**config.mk**
```make
export PLATFORM = sky130hd
export DESIGN_NAME = key_mode_selector
export DESIGN_NICKNAME = d
export VERILOG_FILES = /design/src/rtl/key_pkg.sv /design/src/rtl/key_debounce_channel.sv /design/src/rtl/key_mode_selector.sv
export SDC_FILE = /design/constraint.sdc
export NUM_CORES = 1
export LEC_CHECK = 0
export BUFFER_PORTS_ARGS = -buffer_cell sky130_fd_sc_hd__buf_2
export CORE_ASPECT_RATIO = 1.1
export CORE_UTILIZATION = 50
export DETAILED_ROUTE_END_ITERATION = 8
export PLACE_DENSITY = 0.72
export SLEW_MARGIN = 25
export SYNTH_ARGS = -nofsm -noshare
export SYNTH_HDL_FRONTEND = slang
export SYNTH_SLANG_ARGS = --single-unit
```
**constraint.sdc**
```tcl
create_clock -name clk -period 1.3 [get_ports clk]
set_input_delay 0.065 -clock clk [delete_from_list [all_inputs] [get_ports clk]]
set_output_delay 0.065 -clock clk [all_outputs]
set_load 0.05 [all_outputs]
```
**src/rtl/key_pkg.sv**
```systemverilog
// key_pkg
// Shared definitions for the push-button front end: default debounce length,
// default mode count, the key indices that drive mode stepping, and a helper
// that sizes counters from their largest value.
package key_pkg;

  localparam int DEFAULT_DEBOUNCE_CYCLES = 8;
  localparam int DEFAULT_NUM_MODES       = 4;

  // Key indices that step the mode index; higher keys are debounce-only.
  localparam int KEY_NEXT = 0;
  localparam int KEY_PREV = 1;

  // Number of bits needed to hold every value in 0..max_value (at least 1).
  function automatic int cnt_width(input int max_value);
    int w;
    w = 1;
    while (((64'd1 << w) <= 64'(max_value)) && (w < 31)) begin
      w = w + 1;
    end
    return w;
  endfunction

endpackage

```
**src/rtl/key_debounce_channel.sv**
```systemverilog
// key_debounce_channel
// One push-button channel: a 2-flop synchroniser, a stability counter and the
// accepted level, plus one-cycle press/release pulses that coincide with the
// first cycle the new level is visible.
//
// Ports:
//   clk          system clock
//   reset        asynchronous, active-high
//   key_n        raw button, active-low, asynchronous to clk
//   key_level    debounced state, 1 = pressed
//   key_press    one-cycle pulse when a press is accepted
//   key_release  one-cycle pulse when a release is accepted
module key_debounce_channel
  import key_pkg::*;
#(
  parameter int DEBOUNCE_CYCLES = DEFAULT_DEBOUNCE_CYCLES
) (
  input  logic clk,
  input  logic reset,
  input  logic key_n,
  output logic key_level,
  output logic key_press,
  output logic key_release
);

  localparam int CW = cnt_width(DEBOUNCE_CYCLES - 1);
  localparam logic [CW-1:0] CNT_LAST = CW'(DEBOUNCE_CYCLES - 1);

  logic          sync1_reg;
  logic          sync2_reg;
  logic [CW-1:0] cnt_reg;
  logic          level_reg;
  logic          press_reg;
  logic          release_reg;

  logic sample_pressed;
  logic mismatch;

  assign sample_pressed = ~sync2_reg;
  assign mismatch       = sample_pressed ^ level_reg;

  // The counter holds the number of consecutive mismatching samples already
  // seen; the level flips on the DEBOUNCE_CYCLES-th one.
  always_ff @(posedge clk or posedge reset) begin
    if (reset) begin
      sync1_reg   <= 1'b1;
      sync2_reg   <= 1'b1;
      cnt_reg     <= '0;
      level_reg   <= 1'b0;
      press_reg   <= 1'b0;
      release_reg <= 1'b0;
    end else begin
      sync1_reg   <= key_n;
      sync2_reg   <= sync1_reg;
      press_reg   <= 1'b0;
      release_reg <= 1'b0;
      if (mismatch) begin
        if (cnt_reg == CNT_LAST) begin
          cnt_reg     <= '0;
          level_reg   <= sample_pressed;
          press_reg   <= sample_pressed;
          release_reg <= ~sample_pressed;
        end else begin
          cnt_reg <= cnt_reg + CW'(1);
        end
      end else begin
        cnt_reg <= '0;
      end
    end
  end

  assign key_level   = level_reg;
  assign key_press   = press_reg;
  assign key_release = release_reg;

endmodule

```
**src/rtl/key_mode_selector.sv**
```systemverilog
// key_mode_selector
// Debounces NUM_KEYS active-low buttons and maintains a wrap-around mode index.
// Key 0 steps the mode forward, key 1 steps it back; with REPEAT_DELAY > 0 a
// held mode key auto-repeats after REPEAT_DELAY cycles and then every
// REPEAT_PERIOD cycles. Simultaneous forward and back steps cancel.
//
// Ports:
//   clk           system clock
//   reset         asynchronous, active-high
//   keys_n        raw buttons, active-low, asynchronous to clk
//   key_level     debounced state per key, 1 = pressed
//   key_press     one-cycle pulse per key on accepted press
//   key_release   one-cycle pulse per key on accepted release
//   mode          current mode index, 0..NUM_MODES-1
//   mode_changed  one-cycle pulse when mode changes
module key_mode_selector
  import key_pkg::*;
#(
  parameter int NUM_KEYS        = 2,
  parameter int DEBOUNCE_CYCLES = DEFAULT_DEBOUNCE_CYCLES,
  parameter int NUM_MODES       = DEFAULT_NUM_MODES,
  parameter int MODE_W          = $clog2(NUM_MODES),
  parameter int REPEAT_DELAY    = 0,
  parameter int REPEAT_PERIOD   = 0
) (
  input  logic                clk,
  input  logic                reset,
  input  logic [NUM_KEYS-1:0] keys_n,
  output logic [NUM_KEYS-1:0] key_level,
  output logic [NUM_KEYS-1:0] key_press,
  output logic [NUM_KEYS-1:0] key_release,
  output logic [MODE_W-1:0]   mode,
  output logic                mode_changed
);

  localparam logic [MODE_W-1:0] MODE_MAX = MODE_W'(NUM_MODES - 1);

  // ---------------------------------------------------------------------------
  // Per-key debounce channels
  // ---------------------------------------------------------------------------
  genvar gi;
  generate
    for (gi = 0; gi < NUM_KEYS; gi++) begin : g_chan
      key_debounce_channel #(
        .DEBOUNCE_CYCLES(DEBOUNCE_CYCLES)
      ) u_chan (
        .clk        (clk),
        .reset      (reset),
        .key_n      (keys_n[gi]),
        .key_level  (key_level[gi]),
        .key_press  (key_press[gi]),
        .key_release(key_release[gi])
      );
    end
  endgenerate

  // ---------------------------------------------------------------------------
  // Auto-repeat for the two mode keys
  // ---------------------------------------------------------------------------
  // repeat_tick[0] belongs to KEY_NEXT, repeat_tick[1] to KEY_PREV.
  logic [1:0] repeat_tick;

  generate
    if (REPEAT_DELAY > 0) begin : g_repeat
      localparam int RPT_MAX = (REPEAT_DELAY > REPEAT_PERIOD) ? REPEAT_DELAY : REPEAT_PERIOD;
      localparam int RCW = cnt_width(RPT_MAX);
      localparam logic [RCW-1:0] DELAY_C  = RCW'(REPEAT_DELAY);
      localparam logic [RCW-1:0] PERIOD_C = RCW'(REPEAT_PERIOD);

      for (gi = 0; gi < 2; gi++) begin : g_key
        // hold_cnt_reg is 0 in the key_press cycle and counts held cycles from
        // there; after the first tick it restarts at 1 and counts the period.
        logic [RCW-1:0] hold_cnt_reg;
        logic           repeating_reg;

        assign repeat_tick[gi] = key_level[gi] &
                                 (repeating_reg ? (hold_cnt_reg == PERIOD_C)
                                                : (hold_cnt_reg == DELAY_C));

        always_ff @(posedge clk or posedge reset) begin
          if (reset) begin
            hold_cnt_reg  <= '0;
            repeating_reg <= 1'b0;
          end else if (!key_level[gi]) begin
            hold_cnt_reg  <= '0;
            repeating_reg <= 1'b0;
          end else if (repeat_tick[gi]) begin
            hold_cnt_reg  <= RCW'(1);
            repeating_reg <= 1'b1;
          end else begin
            hold_cnt_reg  <= hold_cnt_reg + RCW'(1);
          end
        end
      end
    end else begin : g_no_repeat
      assign repeat_tick = 2'b00;
    end
  endgenerate

  // ---------------------------------------------------------------------------
  // Mode register
  // ---------------------------------------------------------------------------
  logic step_next;
  logic step_prev;

  assign step_next = key_press[KEY_NEXT] | repeat_tick[0];
  assign step_prev = key_press[KEY_PREV] | repeat_tick[1];

  logic [MODE_W-1:0] mode_reg;
  logic              mode_changed_reg;

  // Opposite steps in the same cycle cancel: no move and no change pulse.
  always_ff @(posedge clk or posedge reset) begin
    if (reset) begin
      mode_reg         <= '0;
      mode_changed_reg <= 1'b0;
    end else begin
      mode_changed_reg <= step_next ^ step_prev;
      if (step_next && !step_prev) begin
        mode_reg <= (mode_reg == MODE_MAX) ? '0 : mode_reg + MODE_W'(1);
      end else if (step_prev && !step_next) begin
        mode_reg <= (mode_reg == '0) ? MODE_MAX : mode_reg - MODE_W'(1);
      end
    end
  end

  assign mode         = mode_reg;
  assign mode_changed = mode_changed_reg;

endmodule

```
* After elaboration in Yosys (flattened, before gate mapping)
Index checks and enable logic that the tools add are counted.
** Cells by class
- Bitwise gates (word level) :: 5
- Reductions and logical operators :: 8
- $add $sub $neg :: 4
- Equality and inequality tests :: 3
- Multiplexer cells :: 16
** Operators by type and width (number)
- two-way mux 3 bit :: 4
- two-way mux 1 bit :: 8
- two-way mux 2 bit :: 4
- adder 3 x 1 -> 3 bit (second input constant) :: 2
- == test 3 bit (second input constant) :: 2
- AND reduction 2 bit :: 2
- XOR 1 bit :: 3
- adder 2 x 1 -> 2 bit (second input constant) :: 1
- == test 2 bit (second input constant) :: 1
- logical AND 1 bit :: 2
- logical NOT 1 bit :: 2
- logical NOT 2 bit :: 1
- NOT 1 bit :: 2
- nonzero test 2 bit :: 1
- subtractor 2 x 1 -> 2 bit (second input constant) :: 1
** Storage, ports and cells
- Input bits :: 4
- Bits in registers :: 19
- Logic and storage cells :: 50
- Output and inout port bits :: 9

* Logic depth before layout (Yosys ltp)
- Depth after elaboration :: 4
- Depth in mapped cells :: 5
- Depth with buffers taken out :: 5

* By module
Synthesis repeated with hierarchy kept, for this count alone.
** Unflattened totals
- Cells, all modules :: 60
- Area, all modules :: 804.5 µm²
** By module, submodules not included
- key_debounce_channel :: cells an instance 20, area an instance 306.5 µm², times used 2, seq. area each 202.7 µm²
- key_mode_selector :: cells an instance 20, area an instance 191.4 µm², times used 1, seq. area each 75.1 µm²

* Least setup slack after synthesis
No wires, ideal clock.
- Path kind :: register to register
- Start :: register mode_reg[0], in the netlist mode[0]
- End :: register mode_reg[0], in the netlist mode[0]
- Arrival :: 1.459 ns
- Period minus slack after synthesis :: 1.583 ns
- Library setup time :: 0.125 ns
- Slack :: -0.283 ns
- Cell stages (with the launch flop) :: 6
- Buffers on the path :: 0
- Cell sequence :: dfrtp_1 -> inv_1 -> ha_1 -> and2b_2 -> o22ai_1 -> mux2_2
** On the way
- Word-level cells in the longest chain between the ends :: 4
** Ends and longest elaborated chain
- from (decl) :: RTL line key_mode_selector.sv:109 : logic [MODE_W-1:0] mode_reg;
- from (signal assigned) :: RTL line key_mode_selector.sv:120 : mode_reg <= (mode_reg == MODE_MAX) ? '0 : mode_reg + MODE_W'(1);
- from (signal assigned) :: RTL line key_mode_selector.sv:122 : mode_reg <= (mode_reg == '0) ? MODE_MAX : mode_reg - MODE_W'(1);
- subtractor 2 x 1 -> 2 bit / logical NOT 2 bit (equally long branches) :: RTL line key_mode_selector.sv:122
- two-way mux 2 bit :: RTL line key_mode_selector.sv:122
- two-way mux 2 bit :: RTL line key_mode_selector.sv:121 : end else if (step_prev && !step_next) begin
- two-way mux 2 bit (*) :: RTL line key_mode_selector.sv:119 : if (step_next && !step_prev) begin
Mark *: on every way between the ends. The rest lies on a longest branch, timed or not. The select of a mux whose other input is x is not followed.
A chain may end at the register's enable or synchronous reset.

* Worst setup path after layout
Same ends and word-level chain as after synthesis.

==> metrics.md <==
| Metric | Value |
|---|---|
| Status | `finished, final reports clean` |
| Tcrit/Tclk final | `94.24%` |
| Largest net degree at the start of global routing | `20` |
| FF+latch count, synth | `19` |
| Post-synthesis compound-gate area fraction | `2.648%` |
| TritonCTS clock tree | `done` |
| Mux cell area share after synthesis | `1.402%` |
| Antenna cells | `0` |
| Count of cell types in the netlist | `17` |
| Max IR drop VDD | `874.8 µV` |
| Yosys top cell area share | `46.73%` |
| Synth warn | `0` |
| Clock tree sinks | `19` |
| Simple-Gate Fraction of Synth Area | `10.90%` |
| Final Power | `0.001577 W` |
| Die X | `40.22 µm` |
| Ports | `13` |
| WS Path Type | `reg2reg` |
| Number of remaining DRC errors | `0` |
| Startpoint Class | `flip-flop` |
| Xor/xnor share of the synthesized area | `3.271%` |
| IO Port Bufs | `12` |
| Setup violators final | `0` |
| Starting DRT DRC Count | `6` |
| Placer Congestion | `0.7265` |
| Clk slew on worst S/H paths | `0.09 ns` |
| Core area | `0.001436 mm²` |
| Crit end category | `flip-flop` |
| Post_cts resized | `0` |
| Min Hold Slack | `0.3354 ns` |
| First-pass GRT wire length | `1.704 mm` |
| Synthesized-area fraction occupied by adder cells | `14.02%` |
| Area contributors post-synth | `dfrtp_1 47%, ha_1 14%, dfstp_2 13%, buf_4 5.6%, nor3b_1 3.7%` |
| Worst-Margin Slew | `0.2511 ns` |
| Sequential-to-total area share from yosys stat | `59.81%` |
| DR vias | `426` |
| DRT antenna net count | `0` |
| FP Rows | `14` |
| Largest register FFs | `6` |
| MaxCap Viol Count | `0` |
| H-tree Lvls | `1` |
| Area Overhead vs Synth | `13.40%` |
| Deepest clock path buffer count | `2` |
| Area leader, netlist | `dfrtp_1` |
| Commonest non-fill, non-tap cell in the layout | `dfrtp_1` |
| Pwr dens | `1731 mW/mm²` |
| Reg2reg end | `mode[0]` |
| Post-Syn Area | `803.3 µm²` |
| Setup slack, reg-to-reg | `0.07 ns` |
| TritonCTS buffer count | `3` |
| Worst R2R Path Depth | `5` |
| Die H | `44.04 µm` |
| Vias in the first global route | `459` |
| # nets final | `89` |
| Setup Skew | `0.001280 ns` |
| HPWL Detailed | `704.7 µm` |
| Worst EP arrival | `1.40 ns` |
| Leakage Power | `0.5014 nW` |
| Total iterations of the first detailed-routing run | `3` |
| Most frequent cells in the layout | `13 x dfrtp_1, 12 x buf_2, 8 x ha_1` |
| Largest family of logic cells by synthesized area | `adder cells` |
| Aggregate global-route resource usage | `14.90%` |
| Post-Syn Nets | `74` |
| RSZ-0062 raised after global routing | `no` |
| Total grt overflow | `0` |
| Placed inst area | `854.6 µm²` |
| Critical Path Fanout Max | `6` |
| Wire length per cell | `10.56 µm` |
| Clock root cell | `clkbuf_4` |
| Fmax | `816.3 MHz` |
| Final wirelength | `961 µm` |
| Final Hold Vio Count | `0` |
| Share of layout cells above drive strength 1 | `36.00%` |
| Rel. slew slack | `83.37%` |
| Initial antenna violation count | `0` |
| Fin area | `910.9 µm²` |
| Average size of a mapped cell | `13.17 µm²` |
| Sum of negative setup slack | `0 ns` |
| Final min period | `1.225 ns` |
| Clk_lat worst skew | `0.28 ns` |
| R2R Path Start | `mode[0]` |
| Mapped Cells | `61` |
| Starting density of the core | `55.92%` |
| Final Max Slew Viols | `0` |
| Die area | `0.001771 mm²` |
| Vias per cell | `4.681` |
| Hold/Removal Path Class | `in2async` |
| Critical Path RT | `1.47 ns` |
worst max-delay path by stage:
stage | from | end | depth (start not counted)
after floorplan | mode[0] | mode[0] | 5
after global placement | mode[0] | mode[0] | 5
after detailed placement | mode[0] | mode[0] | 5
after CTS | mode[0] | mode[0] | 5
after global routing | mode[0] | mode[0] | 5
final | mode[0] | mode[0] | 5
what timing repair did:
action / 4_1_cts / 5_1_grt
buffers inserted: 0 / 0
setup endpoints to repair: 0 / 0
endpoints found under the hold margin: 17 / 0
hold buffers: 3 / 0
Yosys cell counts:
master / number
o21ai_0: 1
o22ai_1: 1
ha_1: 9
nor2_1: 2
nor3b_1: 4
xnor2_1: 2
and2b_2: 1
and3_1: 2
dfstp_2: 4
buf_4: 6
and2_1: 4
inv_1: 5
xor2_1: 1
dfrtp_1: 15
a21oi_1: 2
mux2_2: 1
nand2_1: 1
critical path: stages, from the launching register on:
cell     delay, ns
dfrtp_2       0.42
inv_2         0.04
ha_2          0.15
and2b_2       0.19
o22ai_1       0.06
mux2_4        0.26
cells by family (layout without fill, tap and decap cells):
family	Yosys count	count (layout)
adders and majority gates	9	9
xor gates and xnor gates	3	3
AOI/OAI and AO/OA	4	4
buffers and inverters	11	25
muxes	1	1
and+or+nand+nor	14	14
DFF	19	19
metrics by stage:
step,utilization [%],worst slack (ns),cells
5_1_grt,63.41,0.008063,91
4_1_cts,63.41,0.05860,91
2_1_floorplan,-,-0.05551,61
6_report,63.41,0.07489,91
3_3_place_gp,59.49,0.08976,84
3_5_place_dp,59.49,0.07918,84
report_power, final:
group | switching, W | internal (W) | total, W
combinational | 0.000301 | 0.000186 | 0.000486
sequential | 0.0000937 | 0.000722 | 0.000816
clock | 0.000155 | 0.000119 | 0.000274
area by class of cell:
cell class,count,area (µm²)
fillers,125,525.5
well taps,16,20.02
multi-input cells,31,265.3
flip-flops and latches,19,483.0
inverters,5,18.77
clock buffers,4,26.28
repair buffers,16,97.59
metal layers:
metal  share of wire (%)  wire [µm]  vias to the layer above  track usage (%)
met4                   0          0                        0            8.000
met2                  52        503                       10            25.48
met5                   0          0                        -                0
li1                    -          -                      220                -
met3                 3.4         33                        0            4.523
met1                  44        424                      196            15.70
(Power assumes the default switching activity.)
